`config.mk`:
```
export PLATFORM = sky130hd
export DESIGN_NAME = mux_scan_ctrl_flat
export DESIGN_NICKNAME = d
export VERILOG_FILES = /design/src/rtl/mux_scan_ctrl_if.sv /design/src/rtl/mux_scan_ctrl.sv /design/src/flat_wrapper.sv
export SDC_FILE = /design/constraint.sdc
export NUM_CORES = 1
export LEC_CHECK = 0
export ABC_AREA = 1
export CORE_ASPECT_RATIO = 2
export CORE_MARGIN = 2
export CORE_UTILIZATION = 49
export DETAILED_ROUTE_END_ITERATION = 12
export PLACE_DENSITY = 0.81
export SYNTH_ARGS = -nofsm -noshare
export SYNTH_HDL_FRONTEND = slang
export SYNTH_SLANG_ARGS = --single-unit
```
`constraint.sdc`:
```
create_clock -name clk -period 5.66 [get_ports clk]
set_clock_uncertainty 0.2 [all_clocks]
set_input_delay 0.849 -clock clk [delete_from_list [all_inputs] [get_ports clk]]
set_output_delay 0.849 -clock clk [all_outputs]
set_load 0.03 [all_outputs]
```
`src/rtl/mux_scan_ctrl_if.sv`:
```
// Purpose : handshake/bus bundle between a scan master and mux_scan_ctrl.
// Latency : n/a (wires only).
// Backpr. : none; start is a level sampled by the controller only while idle.
// Ports   : start/cont/stop/dwell (and dir when MUX_SCAN_REVERSE_EN is defined)
//           from master; sel/data/strobe/busy/done back from the controller.
interface mux_scan_ctrl_if #(
    parameter int DWELL_W = 8
);
    logic               start;
    logic               cont;
    logic               stop;
    logic [DWELL_W-1:0] dwell;
`ifdef MUX_SCAN_REVERSE_EN
    logic               dir;
`endif
    logic [1:0]         sel;
    logic [5:2]         data;
    logic               strobe;
    logic               busy;
    logic               done;

`ifdef MUX_SCAN_REVERSE_EN
    modport master (output start, cont, stop, dwell, dir,
                    input  sel, data, strobe, busy, done);
    modport slave  (input  start, cont, stop, dwell, dir,
                    output sel, data, strobe, busy, done);
`else
    modport master (output start, cont, stop, dwell,
                    input  sel, data, strobe, busy, done);
    modport slave  (input  start, cont, stop, dwell,
                    output sel, data, strobe, busy, done);
`endif
endinterface

```
`src/rtl/mux_scan_ctrl.sv`:
```
// Purpose : sweeps a 4-way mux bank, holding each channel for dwell cycles,
//           optionally looping until stop; MUX_SCAN_REVERSE_EN adds a dir input.
// Latency : sel/strobe/busy update the edge after start; done one edge after last dwell.
// Backpr. : none; start is ignored while busy or in the done cycle.
// Ports   : clk, rst (sync, active-high), bus (mux_scan_ctrl_if.slave).
module mux_scan_ctrl #(
    parameter int DWELL_W = 8
) (
    input  logic            clk,
    input  logic            rst,
    mux_scan_ctrl_if.slave  bus
);
    typedef enum logic [1:0] {IDLE, SCAN, DONE} state_t;

    localparam logic [DWELL_W-1:0] ONE = {{(DWELL_W-1){1'b0}}, 1'b1};

    state_t             state_q, state_n;
    logic [1:0]         sel_q, sel_n;
    logic [5:2]         data_q, data_n;
    logic               strobe_q, strobe_n;
    logic               busy_q, busy_n;
    logic               done_q, done_n;
    logic [DWELL_W-1:0] cnt_q, cnt_n;
    logic [DWELL_W-1:0] eff_q, eff_n;
    logic               cont_q, cont_n;
    logic               stop_q, stop_n;
    logic               stop_any;

    // Channel order: rev_q selects 3->0 with step -1 (2'b11 wraps mod 4).
    logic [1:0]         first_ch, last_ch, adv, start_first;
`ifdef MUX_SCAN_REVERSE_EN
    logic               rev_q, rev_n;
    assign first_ch    = rev_q   ? 2'd3  : 2'd0;
    assign last_ch     = rev_q   ? 2'd0  : 2'd3;
    assign adv         = rev_q   ? 2'b11 : 2'b01;
    assign start_first = bus.dir ? 2'd3  : 2'd0;
`else
    assign first_ch    = 2'd0;
    assign last_ch     = 2'd3;
    assign adv         = 2'b01;
    assign start_first = 2'd0;
`endif

    always_comb begin
        state_n  = state_q;
        sel_n    = sel_q;
        data_n   = data_q;
        strobe_n = 1'b0;
        busy_n   = busy_q;
        done_n   = 1'b0;
        cnt_n    = cnt_q;
        eff_n    = eff_q;
        cont_n   = cont_q;
        stop_n   = stop_q;
        stop_any = stop_q | bus.stop;
`ifdef MUX_SCAN_REVERSE_EN
        rev_n    = rev_q;
`endif
        case (state_q)
            IDLE: begin
                if (bus.start) begin
                    state_n  = SCAN;
                    eff_n    = (bus.dwell == '0) ? ONE : bus.dwell;
                    cnt_n    = eff_n - ONE;
                    cont_n   = bus.cont;
`ifdef MUX_SCAN_REVERSE_EN
                    rev_n    = bus.dir;
`endif
                    sel_n    = start_first;
                    strobe_n = 1'b1;
                    busy_n   = 1'b1;
                end
            end
            SCAN: begin
                // A stop seen on the final dwell cycle still ends this pass.
                stop_n = stop_any;
                if (cnt_q != '0) begin
                    cnt_n = cnt_q - ONE;
                end else if (sel_q != last_ch) begin
                    sel_n    = sel_q + adv;
                    data_n   = data_q + 4'd1;
                    cnt_n    = eff_q - ONE;
                    strobe_n = 1'b1;
                end else if (cont_q && !stop_any) begin
                    sel_n    = first_ch;
                    data_n   = data_q + 4'd1;
                    cnt_n    = eff_q - ONE;
                    strobe_n = 1'b1;
                end else begin
                    state_n = DONE;
                    busy_n  = 1'b0;
                    done_n  = 1'b1;
                end
            end
            DONE: begin
                state_n = IDLE;
                stop_n  = 1'b0;
            end
            default: state_n = IDLE;
        endcase
    end

    always_ff @(posedge clk) begin
        if (rst) begin
            state_q  <= IDLE;
            sel_q    <= 2'd0;
            data_q   <= 4'd0;
            strobe_q <= 1'b0;
            busy_q   <= 1'b0;
            done_q   <= 1'b0;
            cnt_q    <= '0;
            eff_q    <= '0;
            cont_q   <= 1'b0;
            stop_q   <= 1'b0;
`ifdef MUX_SCAN_REVERSE_EN
            rev_q    <= 1'b0;
`endif
        end else begin
            state_q  <= state_n;
            sel_q    <= sel_n;
            data_q   <= data_n;
            strobe_q <= strobe_n;
            busy_q   <= busy_n;
            done_q   <= done_n;
            cnt_q    <= cnt_n;
            eff_q    <= eff_n;
            cont_q   <= cont_n;
            stop_q   <= stop_n;
`ifdef MUX_SCAN_REVERSE_EN
            rev_q    <= rev_n;
`endif
        end
    end

    assign bus.sel    = sel_q;
    assign bus.data   = data_q;
    assign bus.strobe = strobe_q;
    assign bus.busy   = busy_q;
    assign bus.done   = done_q;
endmodule

```
`src/flat_wrapper.sv`:
```
// flat-port wrapper written by rule: the top's interface ports become plain ports
module mux_scan_ctrl_flat 
#(
    parameter int DWELL_W = 8
)
  (clk, rst, bus_start, bus_cont, bus_stop, bus_dwell, bus_sel, bus_data, bus_strobe, bus_busy, bus_done);
  mux_scan_ctrl_if #(.DWELL_W(DWELL_W)) bus_i ();
  input  logic clk;
  input  logic rst;
  input wire logic [$bits(bus_i.start)-1:0] bus_start;
  input wire logic [$bits(bus_i.cont)-1:0] bus_cont;
  input wire logic [$bits(bus_i.stop)-1:0] bus_stop;
  input wire logic [$bits(bus_i.dwell)-1:0] bus_dwell;
  output wire logic [$bits(bus_i.sel)-1:0] bus_sel;
  output wire logic [$bits(bus_i.data)-1:0] bus_data;
  output wire logic [$bits(bus_i.strobe)-1:0] bus_strobe;
  output wire logic [$bits(bus_i.busy)-1:0] bus_busy;
  output wire logic [$bits(bus_i.done)-1:0] bus_done;
  assign bus_i.start = bus_start;
  assign bus_i.cont = bus_cont;
  assign bus_i.stop = bus_stop;
  assign bus_i.dwell = bus_dwell;
  assign bus_sel = bus_i.sel;
  assign bus_data = bus_i.data;
  assign bus_strobe = bus_i.strobe;
  assign bus_busy = bus_i.busy;
  assign bus_done = bus_i.done;
  mux_scan_ctrl #(.DWELL_W(DWELL_W)) u_core (.clk(clk), .rst(rst), .bus(bus_i));
endmodule
```
==> results.txt, run 1 <==
----------------------------------------------------
[Routing]
  Detailed route wirelength on metal3 ... 143 um
  First-pass detailed-route iteration total ... 4
  Via count ... 1544
  Metal-1 WL ... 1340 um
  Count of antenna-violating nets left after detailed routing ... 0
  Remaining design rule violation count ... 0
  Amount of wire on met2 after detailed routing ... 2030 um
  Average vias per placed instance ... 5.42
  Detail-routed net length per standard cell ... 12.6 um
  Final Routed Wirelength ... 3600 um
  Topmost layer with routed signal wires ... met4
  First-iteration detailed-routing DRC count ... 48

[Setup path]
  Worst path top cell family by delay ... adder cells
  Sort of element at the end of the critical path ... flip-flop
  Required time of the critical path ... 5.64 ns
  Highest net fanout along the worst path ... 26
  Crit-path slowest cell ... ha_1
  CP Data Arrival Time ... 2.80 ns
  Startpoint kind of the worst setup timing path ... flip-flop
  List of cells traversed by the critical path ... inv_1 -> ha_1 -> mux2i_1 -> nand2_1 -> inv_2 -> ha_1 -> inv_1 -> nor2_1 -> nand2_1 -> o21ai_0 -> nand3_1 -> nand2_1 -> inv_1
  Critical Path Max Stage Delay ... 0.88 ns
  Number of buffer and inverter stages on the critical path ... 4
  Kind of critical path ... flip-flop to flip-flop

[Power and ir drop]
  VDD IR max ... 0.000276 V
  Leakage power total ... 0.863 nW
  Power per cell area ... 526 nW/um^2
  Final Power ... 1.01 mW

[Die]
  Die Span Y ... 85.3 um
  Standard-cell rows ... 29
  Number of top-level design ports ... 22
  Initial core utilization ... 51.3%
  Total die area ... 3810 sq um
  Die Span X ... 44.7 um
  Floorplan core area ... 3160 sq um

[Finish]
  Share of layout cells above drive strength 1 ... 10.2%
  Ant diodes ... 0
  Area Growth Syn to Fin ... 18.2%
  Multi-input logic area ... 850 sq um
  Fin nets ... 272
  Filler cell count ... 300
  Post-layout instance count excluding filler cells ... 285
  Finished Cell Area ... 1920 sq um
  Share of the core filled with cells ... 60.7%
  FF+latch area ... 581 sq um

[Clock tree]
  Worst-Skew Late Latency ... 0.28 ns
  Clk slew on worst S/H paths ... 0.06 ns
  Clock root buffer master ... clkbuf_8
  Total number of clock tree sinks ... 29
  Clock tree from TritonCTS ... done
  CTS Buffer Depth ... 2
  Post-CTS Hold Buffers ... 0
  Maximum level of the CTS H-tree ... 2
  Number of gates resized after CTS ... 0
  Setup Fix Bufs, Post-CTS ... 0
  Total clock buffers created by CTS ... 5

[Logic synthesis]
  Fraction of the mapped netlist area in adder cells ... 4.63%
  Mux cell area share after synthesis ... 1.85%
  Top cells by area in the synthesized netlist ... dfxtp_1 36%, a21oi_1 7.7%, nand2_1 7.6%, nor2_1 7.4%, inv_1 7.2%
  Async set-reset flop share out of synthesis ... 0%
  Yosys top cell area share ... 35.8%
  Primary FF master, synth ... dfxtp_1
  Largest family of logic cells by synthesized area ... simple AND/OR/NAND/NOR gates
  Number of warning messages in the yosys log ... 0
  Post-synth cell types ... 29
  Seq/Total Area, Yosys ... 35.8%
  Netlist area before placement ... 1620 sq um
  Mapped Nets ... 252
  Share of the synthesized area in compound gates (AO/OA/AOI/OAI) ... 19.0%
  EDFF count, synth ... 0
  Xor-xnor portion of the synthesized cell area ... 0%
  Post-synthesis area per instance ... 6.95 sq um
  Most area-hungry cell type in the Yosys netlist ... dfxtp_1
  Synthesized flop and latch total ... 29
  Post-synthesis simple-gate area fraction ... 26.9%
  Instance count of the mapped netlist ... 233

[STA]
  Share of the clock period used by the worst path ... 49.7%
  Number of hold violations in the final report ... 0
  Final min period ... 2.81 ns
  Post-route worst setup slack ... 2.85 ns
  Post-Route Hold Slack ... 0.268 ns
  Endpoints failing setup ... 0
  Count of pins over their slew limit ... 0
  Max-slew headroom ... 27.6%
  Worst-margin pin slew ... 1.09 ns
  Unrepaired setup endpoints after global routing ... no
  Highest Clock Rate ... 0.356 GHz
  Setup TNS Final ... 0 ns

[Placed design]
  Number of cells after detailed placement ... 277
  Count of input and output buffers ... 21
  Instance area at placement ... 1810 sq um
  Placer Congestion ... 0.919
  Detailed placement HPWL ... 2610 um
  DP Worst Slack ... 2.64 ns

[Global routing]
  Global Route Usage Sum ... 21.5%
  Global-route wire length before repair ... 6090 um
  Number of antenna violations at the first check in global routing ... 0
  Global route total overflow ... 0
  Number of global-route vias before repair ... 1439
  Maximum number of pins on one net before global-route repair ... 27

[Min path]
  Kind of path behind the tightest hold check ... flip-flop to flip-flop

[Job]
  Number of max-cap violations ... 0

[Run status]
  Status ... complete, no violations

----------------------------------------------------
## placed cells by master (no fill, tap or decap), types with 2 or more instances in the layout
| cell | instances |
|---|---|
| inv_1 | 31 |
| nand3_1 | 14 |
| clkdlybuf4s50_1 | 21 |
| mux2i_1 | 3 |
| nor2_1 | 32 |
| clkbuf_8 | 7 |
| o21ai_0 | 20 |
| ha_1 | 6 |
| a31oi_1 | 2 |
| a21oi_1 | 25 |
| inv_2 | 5 |
| o21ai_1 | 6 |
| nand2_1 | 33 |
| dfxtp_1 | 29 |
| nor2_2 | 2 |
| nand2_2 | 4 |
| nor3_1 | 2 |
## worst paths after layout
| path | slack (ns) | endpoint | cells after the start | start |
|---|---|---|---|---|
| worst max-delay path | 2.85 | u_core.cnt_q[6] | 13 | u_core.state_q[1] |
| worst min-delay path | 0.27 | u_core.eff_q[7] | 2 | u_core.eff_q[7] |
| worst max register to register | 2.85 | u_core.cnt_q[6] | 13 | u_core.state_q[1] |
| worst min register to register | 0.27 | u_core.eff_q[7] | 2 | u_core.eff_q[7] |
## routing by layer
layer / vias to the layer above / track usage (%)
li1: 790 / -
met1: 710 / 21.9
met2: 35 / 38.9
met3: 9 / 5.11
met4: 0 / 9.64
met5: - / 0
## power by group
part | internal, mW | switching (mW) | total [mW]
combinational | 0.169 | 0.336 | 0.505
clock | 0.110 | 0.0803 | 0.190
sequential | 0.271 | 0.0413 | 0.312
## worst register-to-register path, stage by stage, from the launching register on
cell     delay, ns
dfxtp_1       0.31
inv_1         0.09
ha_1          0.88
mux2i_1       0.27
nand2_1       0.11
inv_2         0.07
ha_1          0.13
inv_1         0.05
nor2_1        0.17
nand2_1       0.09
o21ai_0       0.15
nand3_1       0.09
nand2_1       0.08
inv_1         0.03
## registers in the layout, summed over array words and instances, names as in the netlist
| name | cells |
|---|---|
| u_core.cnt_q | 8 |
| u_core.eff_q | 8 |
| u_core.bus.data | 4 |
| u_core.bus.sel | 2 |
| u_core.state_q | 2 |
| u_core.bus.busy | 1 |
| u_core.bus.done | 1 |
| u_core.bus.strobe | 1 |
| u_core.cont_q | 1 |
| u_core.stop_q | 1 |
## cell usage after synthesis, types with 2 or more instances
cell,instances
inv_1,31
a21oi_1,25
buf_6,3
nand2_2,4
nor2_1,32
nor3_1,2
mux2i_1,3
clkbuf_1,3
nor2_2,2
nand3_1,14
dfxtp_1,29
o21ai_0,20
ha_1,6
inv_2,5
nand2_1,33
a31oi_1,2
buf_2,2
o21ai_1,6
## layout make-up
class | instances | share of cell area (%)
multi-input cells | 160 | 44.4
flip-flops and latches | 29 | 30.3
repair buffers | 21 | 11.0
inverters | 36 | 7.05
clock buffers | 7 | 5.03
well taps | 31 | 2.02
clock inverters | 1 | 0.261
## cells by family after synthesis
family	after synthesis
multiplexers	3
buffers and inverters	44
AND/OR/NAND/NOR	94
adder cells (fa/ha/maj)	6
AO/OA/AOI/OAI	57
flip-flops	29
Note: power is estimated with default switching activity, not from simulation.
==> inputs of run 2 (changes only) <==
==> constraint.sdc (replaced) <==
create_clock -name clk -period 2.83 [get_ports clk]
set_clock_uncertainty 0.2 [all_clocks]
set_input_delay 0.4245 -clock clk [delete_from_list [all_inputs] [get_ports clk]]
set_output_delay 0.4245 -clock clk [all_outputs]
set_load 0.03 [all_outputs]
==> results.txt, run 2 (synthesis results as in run 1) <==
----------------------------------------------------
[Global routing]
  Maximum number of pins on one net before global-route repair ... 21 (-22%)
  Number of global-route vias before repair ... 1515 (+5.3%)
  Number of antenna violations at the first check in global routing ... 0 (unchanged)
  Global Route Usage Sum ... 22.1% (+0.57 points)
  Global-route wire length before repair ... 6200 um (+1.8%)
  Global route total overflow ... 0 (unchanged)

[Setup path]
  Startpoint kind of the worst setup timing path ... flip-flop
  Number of buffer and inverter stages on the critical path ... 5 (+1)
  Highest net fanout along the worst path ... 10 (-62%)
  CP Data Arrival Time ... 2.42 ns (-0.38 ns)
  Kind of critical path ... flip-flop to flip-flop
  Worst path top cell family by delay ... simple AND/OR/NAND/NOR gates
  Sort of element at the end of the critical path ... flip-flop
  List of cells traversed by the critical path ... inv_1 -> ha_1 -> buf_4 -> mux2i_1 -> nand2_1 -> inv_2 -> ha_1 -> inv_1 -> nor2_1 -> nand2_1 -> o21ai_0 -> nand3_1 -> nand2_1 -> inv_1
  Critical Path Max Stage Delay ... 0.31 ns (-0.57 ns)
  Crit-path slowest cell ... dfxtp_1
  Required time of the critical path ... 2.82 ns (-2.82 ns)

[Routing]
  Remaining design rule violation count ... 0 (unchanged)
  Final Routed Wirelength ... 3770 um (+4.8%)
  First-iteration detailed-routing DRC count ... 30 (-38%)
  Via count ... 1582 (+2.5%)
  Detail-routed net length per standard cell ... 13.1 um (+3.7%)
  Average vias per placed instance ... 5.49 (+1.4%)
  Count of antenna-violating nets left after detailed routing ... 0 (unchanged)
  First-pass detailed-route iteration total ... 4 (unchanged)

[Clock tree]
  Total clock buffers created by CTS ... 5 (unchanged)
  Number of gates resized after CTS ... 0 (unchanged)
  Total number of clock tree sinks ... 29 (unchanged)
  Clock root buffer master ... clkbuf_8
  CTS Buffer Depth ... 2 (unchanged)
  Maximum level of the CTS H-tree ... 2 (unchanged)
  Clk slew on worst S/H paths ... 0.07 ns (about the same)
  Setup Fix Bufs, Post-CTS ... 0 (unchanged)
  Clock tree from TritonCTS ... done
  Worst-Skew Late Latency ... 0.29 ns (about the same)
  Post-CTS Hold Buffers ... 0 (unchanged)

[STA]
  Final min period ... 2.43 ns (-0.380 ns)
  Share of the clock period used by the worst path ... 86.0% (+36 points)
  Unrepaired setup endpoints after global routing ... no
  Worst-margin pin slew ... 0.574 ns (-0.512 ns)
  Endpoints failing setup ... 0 (unchanged)
  Setup TNS Final ... 0 ns (unchanged)
  Post-Route Hold Slack ... 0.273 ns (+0.00484 ns)
  Max-slew headroom ... 61.7% (+34 points)
  Number of hold violations in the final report ... 0 (unchanged)
  Highest Clock Rate ... 0.411 GHz (+16%)
  Count of pins over their slew limit ... 0 (unchanged)

[Die]
  Number of top-level design ports ... 22 (unchanged)
  Floorplan core area ... 3160 sq um (unchanged)
  Die Span Y ... 85.3 um (unchanged)
  Total die area ... 3810 sq um (unchanged)
  Standard-cell rows ... 29 (unchanged)
  Initial core utilization ... 51.3% (unchanged)
  Die Span X ... 44.7 um (unchanged)

[Finish]
  Area Growth Syn to Fin ... 20.5%
  Fin nets ... 275 (+1.1%)
  Finished Cell Area ... 1950 sq um (+2.0%)
  Most common cell after layout, fill and taps aside ... nand2_1
  Filler cell count ... 296 (-1.3%)
  Share of the core filled with cells ... 61.9% (+1.2 points)
  Ant diodes ... 0 (unchanged)
  Most frequent cells in the layout ... 33 x nand2_1, 32 x nor2_1, 31 x inv_1
  Share of layout cells above drive strength 1 ... 10.9% (+0.66 points)

[Placed design]
  Count of input and output buffers ... 21 (unchanged)
  Placer Congestion ... 0.947 (+3.1%)
  Detailed placement HPWL ... 2820 um (+8.0%)
  Instance area at placement ... 1840 sq um (+1.2%)

[Power and ir drop]
  Power per cell area ... 1080 nW/um^2 (+100%)
  Leakage power total ... 0.883 nW (+2.2%)
  VDD IR max ... 0.000720 V (+160%)

[Min path]
  Kind of path behind the tightest hold check ... flip-flop to flip-flop

[Job]
  Number of max-cap violations ... 0 (unchanged)

[Run status]
  Status ... complete, no violations

----------------------------------------------------
-- run 2: cell types whose count changed in the layout (fill, tap and decap cells not counted) --
cell | before | now
buf_4 | 0 | 3
bufinv_16 | 0 | 1
clkbuf_1 | 0 | 1
clkbuf_8 | 7 | 6
clkinv_2 | 1 | 0
-- run 2: worst reg2reg max path, cell delays in order, from the launching register on --
cell and delay [ns]:
dfxtp_1 0.31, inv_1 0.09, ha_1 0.26, buf_4 0.22
mux2i_1 0.19, nand2_1 0.11, inv_2 0.07, ha_1 0.14
inv_1 0.05, nor2_1 0.20, nand2_1 0.11, o21ai_0 0.19
nand3_1 0.10, nand2_1 0.07, inv_1 0.03
-- run 2: path summary, 6_finish.rpt --
path,slack [ns],endpoint,cells after the start,from
min,0.27,u_core.cont_q,2,u_core.cont_q
max,0.40,u_core.cnt_q[6],14,u_core.state_q[1]
max reg2reg,0.40,u_core.cnt_q[6],14,u_core.state_q[1]
min reg2reg,0.27,u_core.cont_q,2,u_core.cont_q
-- run 2: layer usage --
layer	GRT usage (%)	vias to the layer above	share of wire, %
met3	4.26	11	4.0
met5	0	-	0
met2	40.1	42	57
met4	16.8	0	3.4
li1	-	803	-
met1	19.7	726	35
-- run 2: area by class of cell --
cell class / instances / area (sq um) / area share, %
multi-input cells: 160 / 850 / 43.5
flip-flops and latches: 29 / 581 / 29.7
repair buffers: 24 / 233 / 11.9
inverters: 36 / 135 / 6.92
clock buffers: 7 / 86.3 / 4.42
well taps: 31 / 38.8 / 1.99
clock inverters: 1 / 30.0 / 1.54
-- run 2: power by group --
group          internal (mW)  total, mW  switching [mW]
registers              0.542      0.625          0.0835
logic                  0.354       1.03           0.677
clock network          0.287      0.445           0.158
-- run 2: per-stage QoR --
step | cells | setup slack (ns) | total power [mW]
finish | 288 | 0.397 | 2.10
CTS | 288 | 0.443 | 2.11
detailed placement | 280 | 0.242 | 1.66
global route | 288 | 0.237 | 2.25
global placement | 280 | 0.334 | 1.64
floorplan | 233 | 0.757 | 1.45
